[config.mk]
export PLATFORM = sky130hd
export DESIGN_NAME = ip_id_window
export DESIGN_NICKNAME = d
export VERILOG_FILES = /design/src/rtl/global_types.sv /design/src/rtl/ip_id_window_entry.sv /design/src/rtl/ip_id_window.sv
export SDC_FILE = /design/constraint.sdc
export NUM_CORES = 2
export LEC_CHECK = 0
export BUFFER_PORTS_ARGS = -buffer_cell sky130_fd_sc_hd__buf_2
export CELL_PAD_IN_SITES_DETAIL_PLACEMENT = 1
export CELL_PAD_IN_SITES_GLOBAL_PLACEMENT = 2
export CORE_MARGIN = 3
export CORE_UTILIZATION = 45
export CTS_CLUSTER_DIAMETER = 30
export DETAILED_ROUTE_END_ITERATION = 7
export PLACE_DENSITY = 0.84
export SLEW_MARGIN = 20
export SYNTH_ARGS = -nofsm -noshare
export SYNTH_HDL_FRONTEND = slang
export SYNTH_HIERARCHICAL = 1
export SYNTH_SLANG_ARGS = --single-unit
[constraint.sdc]
create_clock -name sys_clk -period 2.8 [get_ports sys_clk]
set_input_delay 0.7 -clock sys_clk [delete_from_list [all_inputs] [get_ports sys_clk]]
set_output_delay 0.7 -clock sys_clk [all_outputs]
set_load 0.005 [all_outputs]
[src/rtl/global_types.sv]
// Shared widths for the header-field pipeline (get_field, ip_id_window, decision).
package global_types;

    localparam int IP_ID_SIZE     = 16;
    localparam int ID_WINDOW_SIZE = 32;

endpackage

[src/rtl/ip_id_window_entry.sv]
// One window slot: stored value, occupied bit and its compare against the probe.
module ip_id_window_entry
    import global_types::*;
#(
    parameter int FIELD_SIZE = IP_ID_SIZE
) (
    input  logic                  sys_clk,
    input  logic                  reset_n,
    input  logic                  clear,
    input  logic                  we,
    input  logic [FIELD_SIZE-1:0] wdata,
    input  logic [FIELD_SIZE-1:0] field,
    output logic                  occupied,
    output logic                  hit
);

    logic [FIELD_SIZE-1:0] data;

    always_ff @(posedge sys_clk or negedge reset_n) begin
        if (!reset_n) begin
            occupied <= 1'b0;
        end else if (we) begin
            occupied <= 1'b1;
        end else if (clear) begin
            occupied <= 1'b0;
        end
    end

    // Contents are meaningless until occupied is set, so no reset here.
    always_ff @(posedge sys_clk) begin
        if (we) begin
            data <= wdata;
        end
    end

    assign hit = occupied & (data == field);

endmodule

[src/rtl/ip_id_window.sv]
// Sliding-window duplicate detector: parallel compare against the last
// WINDOW_SIZE field values, FIFO-age replacement.
module ip_id_window
    import global_types::*;
#(
    parameter int FIELD_SIZE  = IP_ID_SIZE,
    parameter int WINDOW_SIZE = ID_WINDOW_SIZE,
    parameter int CNT_W       = 32,
    localparam int FILL_W     = $clog2(WINDOW_SIZE + 1),
    localparam int PTR_W      = $clog2(WINDOW_SIZE)
) (
    input  logic                  sys_clk,
    input  logic                  reset_n,
    input  logic                  clear,
    input  logic                  valid,
    input  logic [FIELD_SIZE-1:0] field,
    output logic                  found,
    output logic                  found_valid,
    output logic [FILL_W-1:0]     fill,
    output logic [CNT_W-1:0]      hit_count,
    output logic [CNT_W-1:0]      lookup_count
);

    logic [PTR_W-1:0]       wr_ptr;
    logic [PTR_W-1:0]       wr_idx;
    logic [WINDOW_SIZE-1:0] hits;
    logic [WINDOW_SIZE-1:0] occ;
    logic                   match;

    // A flush in the same cycle redirects the write to slot 0.
    assign wr_idx = clear ? '0 : wr_ptr;
    assign match  = (|hits) & ~clear;

    for (genvar i = 0; i < WINDOW_SIZE; i++) begin : g_entry
        ip_id_window_entry #(
            .FIELD_SIZE(FIELD_SIZE)
        ) u_entry (
            .sys_clk (sys_clk),
            .reset_n (reset_n),
            .clear   (clear),
            .we      (valid && (wr_idx == PTR_W'(i))),
            .wdata   (field),
            .field   (field),
            .occupied(occ[i]),
            .hit     (hits[i])
        );
    end

    always_ff @(posedge sys_clk or negedge reset_n) begin
        if (!reset_n) begin
            wr_ptr      <= '0;
            fill        <= '0;
            found       <= 1'b0;
            found_valid <= 1'b0;
        end else begin
            found_valid <= valid;
            if (valid) begin
                found <= match;
            end
            if (clear) begin
                wr_ptr <= valid ? PTR_W'(1) : '0;
                fill   <= valid ? FILL_W'(1) : '0;
            end else if (valid) begin
                wr_ptr <= (wr_ptr == PTR_W'(WINDOW_SIZE - 1)) ? '0 : wr_ptr + 1'b1;
                if (!occ[wr_ptr]) begin
                    fill <= fill + 1'b1;
                end
            end
        end
    end

    always_ff @(posedge sys_clk or negedge reset_n) begin
        if (!reset_n) begin
            hit_count    <= '0;
            lookup_count <= '0;
        end else if (valid) begin
            lookup_count <= lookup_count + CNT_W'(1);
            if (match) begin
                hit_count <= hit_count + CNT_W'(1);
            end
        end
    end

endmodule

Word level (Yosys, flattened, before mapping). Index checks and enable logic that the tools add are counted.

$add $sub $neg: 4. Order comparisons: 1. Equality and inequality tests: 65. Muxes and demuxes: 44. Bitwise logic cells: 34. Reduce and logical (&&, ||, !) cells: 69.

Operator list (number): $eq A16 B16 Y1 (32); $eq A5 B5 Y1 const B (17); $reduce_bool A2 Y1 (33); $add A32 B1 Y32 const B (2); $eq A5 B4 Y1 const B (8); $mux W1 (36); $and A1 B1 Y1 (33); $logic_and A1 B1 Y1 (32); $reduce_or A32 Y1 (1); $eq A5 B3 Y1 const B (4); $mux W5 (4); $mux W6 (3); $eq A5 B2 Y1 const B (2); $add A6 B1 Y6 const B (1); $lt A5 B6 Y1 const B (1); $add A5 B1 Y5 const B (1); $bmux W1 S5 (1); $eq A5 B1 Y1 const B (1); $logic_not A5 Y1 (1); $reduce_and A2 Y1 (2); $ne A2 B2 Y1 const B (1); $not A1 Y1 (1).

Flip-flop bits (word level): 621. Input port bits: 20. Output and inout bits: 72. Word-level logic and storage cells: 287.

Logic depth before layout (Yosys ltp).
Depth after elaboration: 5. Depth in mapped cells: 12.

Cells and area by module. The synthesis kept the hierarchy.

Modules (own cells, without submodules): ip_id_window_entry (instances 32, cells an instance 41, area each 698.2 um^2, seq. area each 505.5 um^2); ip_id_window (instances 1, cells an instance 414, area each 4115.2 um^2, seq. area each 1926.8 um^2).

Worst setup path after synthesis. No wires, ideal clock.

Path type: input port to flip-flop. From: input valid. To: register g_entry[0].u_entry.data[0] (enable). Library setup time: 0.390 ns. Data arrival time: 2.277 ns. Data required time: 2.410 ns. Path slack: 0.133 ns. Stages: 4. Cells stage by stage: clkbuf_1 -> clkbuf_1 -> o21ai_0 -> nor2_1.

Cells in the longest elaborated chain, start to end: 1.

RTL lines: start, declared (line ip_id_window.sv:15) `input logic valid,`; $logic_and A1 B1 Y1 (line ip_id_window.sv:41) `.we (valid && (wr_idx == PTR_W'(i))),`; end signal, assigned (line ip_id_window_entry.sv:32) `data <= wdata;`; end, declared (line ip_id_window_entry.sv:17) `logic [FIELD_SIZE-1:0] data;`.

Every way passes these cells. A chain may end at the register's enable or synchronous reset.

Final worst setup path.
From: register g_entry[28].u_entry.data[14]. To: register hit_count[24].

Cells in the longest elaborated chain, start to end: 5.

RTL lines: start, declared (line ip_id_window_entry.sv:17); start signal, assigned (line ip_id_window_entry.sv:32); $eq A16 B16 Y1 (line ip_id_window_entry.sv:36) `assign hit = occupied & (data == field);`; $and A1 B1 Y1 (line ip_id_window_entry.sv:36); net hits[28] (line ip_id_window.sv:26) `logic [WINDOW_SIZE-1:0] hits;`; $reduce_or A32 Y1 (line ip_id_window.sv:32) `assign match = (|hits) & ~clear;`; $and A1 B1 Y1 (line ip_id_window.sv:32); $reduce_and A2 Y1 (no source line); end signal, assigned (line ip_id_window.sv:79) `hit_count <= hit_count + CNT_W'(1);`; end, declared (line ip_id_window.sv:20) `output logic [CNT_W-1:0] hit_count,`.

The timed path passes the listed nets, and every way through them passes these cells.

==> metrics.cfg <==
[sta]
worstMarginPinSlew_ns = 0.808
hold_viol_final = 0
fmax_mhz = 357
period_share = 1.00
setup_tns_ns = -0.000638
setup_ws_ns = -0.000638
setup_viol = 1
drv_slew = 0
relSlewSlack = 0.459
final.setup_skew_ns = 0.0282
post-route-min-period_ns = 2.80
rsz0062_at_grt = true

[yosys]
ys_seq_area_frac = 0.684
synth_top_cells_by_count = edfxtp_1 (512), xnor2_1 (431), xor2_1 (143)
netlist_instances = 1726
avgSynthCellArea_um2 = 15.3
syn_nets = 1751
synth_area_leaders = edfxtp_1 (58%), xnor2_1 (14%), dfrtp_1 (10%)
synth_edf_count = 512
synth.largest_area_cell = edfxtp_1
synth_top_area_share = 0.581
synth_area_mm2 = 0.0265
yosys_warnings = 6
async_flop_share = 0.176
ys_seq_elements = 621
synthFlopType = edfxtp_1
ys_types = 44
synthMostInstantiatedCell = edfxtp_1

[route]
drc = 0
ant_nets = 0
vias_per_cell = 5.40
drtIter0Drc = 1138
routed-via-count = 16300
wl_um = 71700
wl_per_cell_um = 23.8
first_pass_iters = 5

[layout]
antenna_cells = 0
fillers = 5349
final_core_util = 0.601
register_area_mm2 = 0.0181
post-route-cell-area_mm2 = 0.0348
multi_input_area_mm2 = 0.00839
drive_above_1_share = 0.256
area_growth_pct = 31.5
nets = 2167

[setup_path]
setup.worst_path.class = flip-flop to flip-flop
path_buf_inv = 2
crit_path_top_delay_cell = nor4_2
path_delay_family = simple AND/OR/NAND/NOR gates
end_kind = flip-flop
path_cells = xor2_1 -> nor4_2 -> nand4_1 -> nor4_2 -> buf_4 -> nor4_2 -> nand4_1 -> buf_6 -> o2111a_2 -> and2_4 -> and3_4 -> xor2_2
crit_fanout = 5
critical_path_required_ns = 3.40
cp_data_arrival_time_ns = 3.40
critPathMaxStageDelay_ns = 0.39
cp-start-kind = flip-flop
cp_common_cell = nor4_2

[clocking]
cts-root-buf = clkbuf_16
cts_tree = done
cts_buffers = 134
clkLatencyLatePin_ns = 0.70
cts_hold_buf = 0
clock_sinks = 621
clock_path_buffers = 3
path_clk_slew_ns = 0.05
cts.htree.levels = 4

[power]
powerDensity_mw_per_mm2 = 801
p_leak_nw = 12.9
p_total_mw = 27.9
ir_drop_mv = 0.558

[place]
gp_congestion = 0.783
dp_hpwl_um = 42300
port_buffers = 91
placed_cell_area_mm2 = 0.0299

[grt]
grt_max_degree = 47
grt_pass1_wl_um = 111000
use_met1 = 0.290
first_global_vias = 18100
top_usage_layer = met2
overflow = 0
globalRouteMet2Util = 0.400
grt_antenna_before_repair = 0
groute.layer.met3.usage = 0.0424
grt_usage = 0.232

[status]
violations = setup timing
status = finished, violations left

[floorplan]
io_pins = 92
core_mm2 = 0.0579
dieArea_mm2 = 0.0617
die_x_um = 248
initial_core_util = 0.457
rows = 88
dieHeight_um = 248

[hold_path]
hold_path.class = input pin to async pin

[flow_run]
max_cap_violations = 0

==> kinds of logic (layout without fill, tap and decap cells) <==
| family | Yosys count | in the layout | share of synthesized area |
|---|---|---|---|
| AOI/OAI and AO/OA | 64 | 64 | 0.0180 |
| xor gates and xnor gates | 574 | 574 | 0.190 |
| DFF | 621 | 621 | 0.684 |
| adders and majority gates | 5 | 5 | 0.00236 |
| muxes | 18 | 18 | 0.00686 |
| buffers and inverters | 50 | 571 | 0.00880 |
| and+or+nand+nor | 394 | 395 | 0.0897 |
==> timing repair <==
| action | in CTS | in global routing |
|---|---|---|
| endpoints found under the hold margin | 0 | 0 |
| gates resized for setup | 16 | 34 |
| gates cloned | 1 | 0 |
| buffers inserted | 0 | 4 |
| pin swaps | 6 | 24 |
| setup endpoints to repair | 29 | 29 |
==> placed cells by master (no fill, tap or decap), types with 8 or more instances in the layout <==
cell type	n
clkbuf_8	9
mux2i_1	17
nor4_4	10
nand2_1	74
nand3_1	23
inv_1	39
clkinv_1	13
edfxtp_1	512
clkbuf_16	138
a21oi_1	10
a21o_1	34
nor2_1	53
buf_2	74
inv_6	8
clkinvlp_4	10
clkbuf_1	19
buf_4	165
buf_12	46
xnor2_1	431
clkinv_2	18
nor4_1	19
xor2_1	140
nand4_1	113
dfrtp_1	109
bufinv_16	20
and3_1	16
nor4_2	44
==> registers in the layout, indices dropped and copies added (netlist names) <==
| name | count |
|---|---|
| fill | 6 |
| found | 1 |
| found_valid | 1 |
| g_entry.u_entry/data | 512 |
| g_entry.u_entry/occupied | 32 |
| hit_count | 32 |
| lookup_count | 32 |
| wr_ptr | 5 |
==> cell type report <==
class | instances | share of cell area
Clock buffer | 166 | 0.105
Tap cell | 765 | 0.0275
Timing Repair Buffer | 290 | 0.0744
Sequential cell | 621 | 0.520
Clock inverter | 76 | 0.0278
Inverter | 39 | 0.00421
Multi-Input combinational cell | 1056 | 0.241
==> where the power goes <==
group	total, mW	internal, mW	switching, mW
clock	16.1	11.0	5.12
sequential	10.3	10.1	0.112
combinational	1.46	0.616	0.844
total	27.9	21.8	6.07
==> through the flow <==
step | setup slack (ns) | instances | hold slack [ns]
after floorplan | 0.133 | 1726 | 0.404
after detailed placement | -1.03 | 2766 | 0.466
after CTS | -0.0622 | 3009 | 0.00433
after global placement | -0.951 | 2766 | 0.456
after global routing | -0.0977 | 3013 | 0.0616
final | -0.000638 | 3013 | 0.0251
==> worst paths after layout <==
| check | from | end | slack, ns | cells past startpoint |
|---|---|---|---|---|
| min in group sys_clk | valid | lookup_count[0] | 0.31 | 2 |
| max | g_entry[28].u_entry/data[14] | hit_count[24] | -0.0006 | 12 |
| min reg2reg | lookup_count[31] | lookup_count[31] | 0.47 | 1 |
| max reg2reg | g_entry[28].u_entry/data[14] | hit_count[24] | -0.0006 | 12 |
| min | reset_n | lookup_count[25] | 0.03 | 1 |
| max in group asynchronous | reset_n | g_entry[19].u_entry/occupied | 2.04 | 2 |
==> routing by layer <==
layer / routed length, um / part of all wire / up-vias
li1: - / - / 7198
met1: 29600 / 0.41 / 8478
met2: 36900 / 0.51 / 468
met3: 3300 / 0.046 / 125
met4: 1930 / 0.027 / 0
met5: 0 / 0 / -
Note: power is estimated with default switching activity, not from simulation.
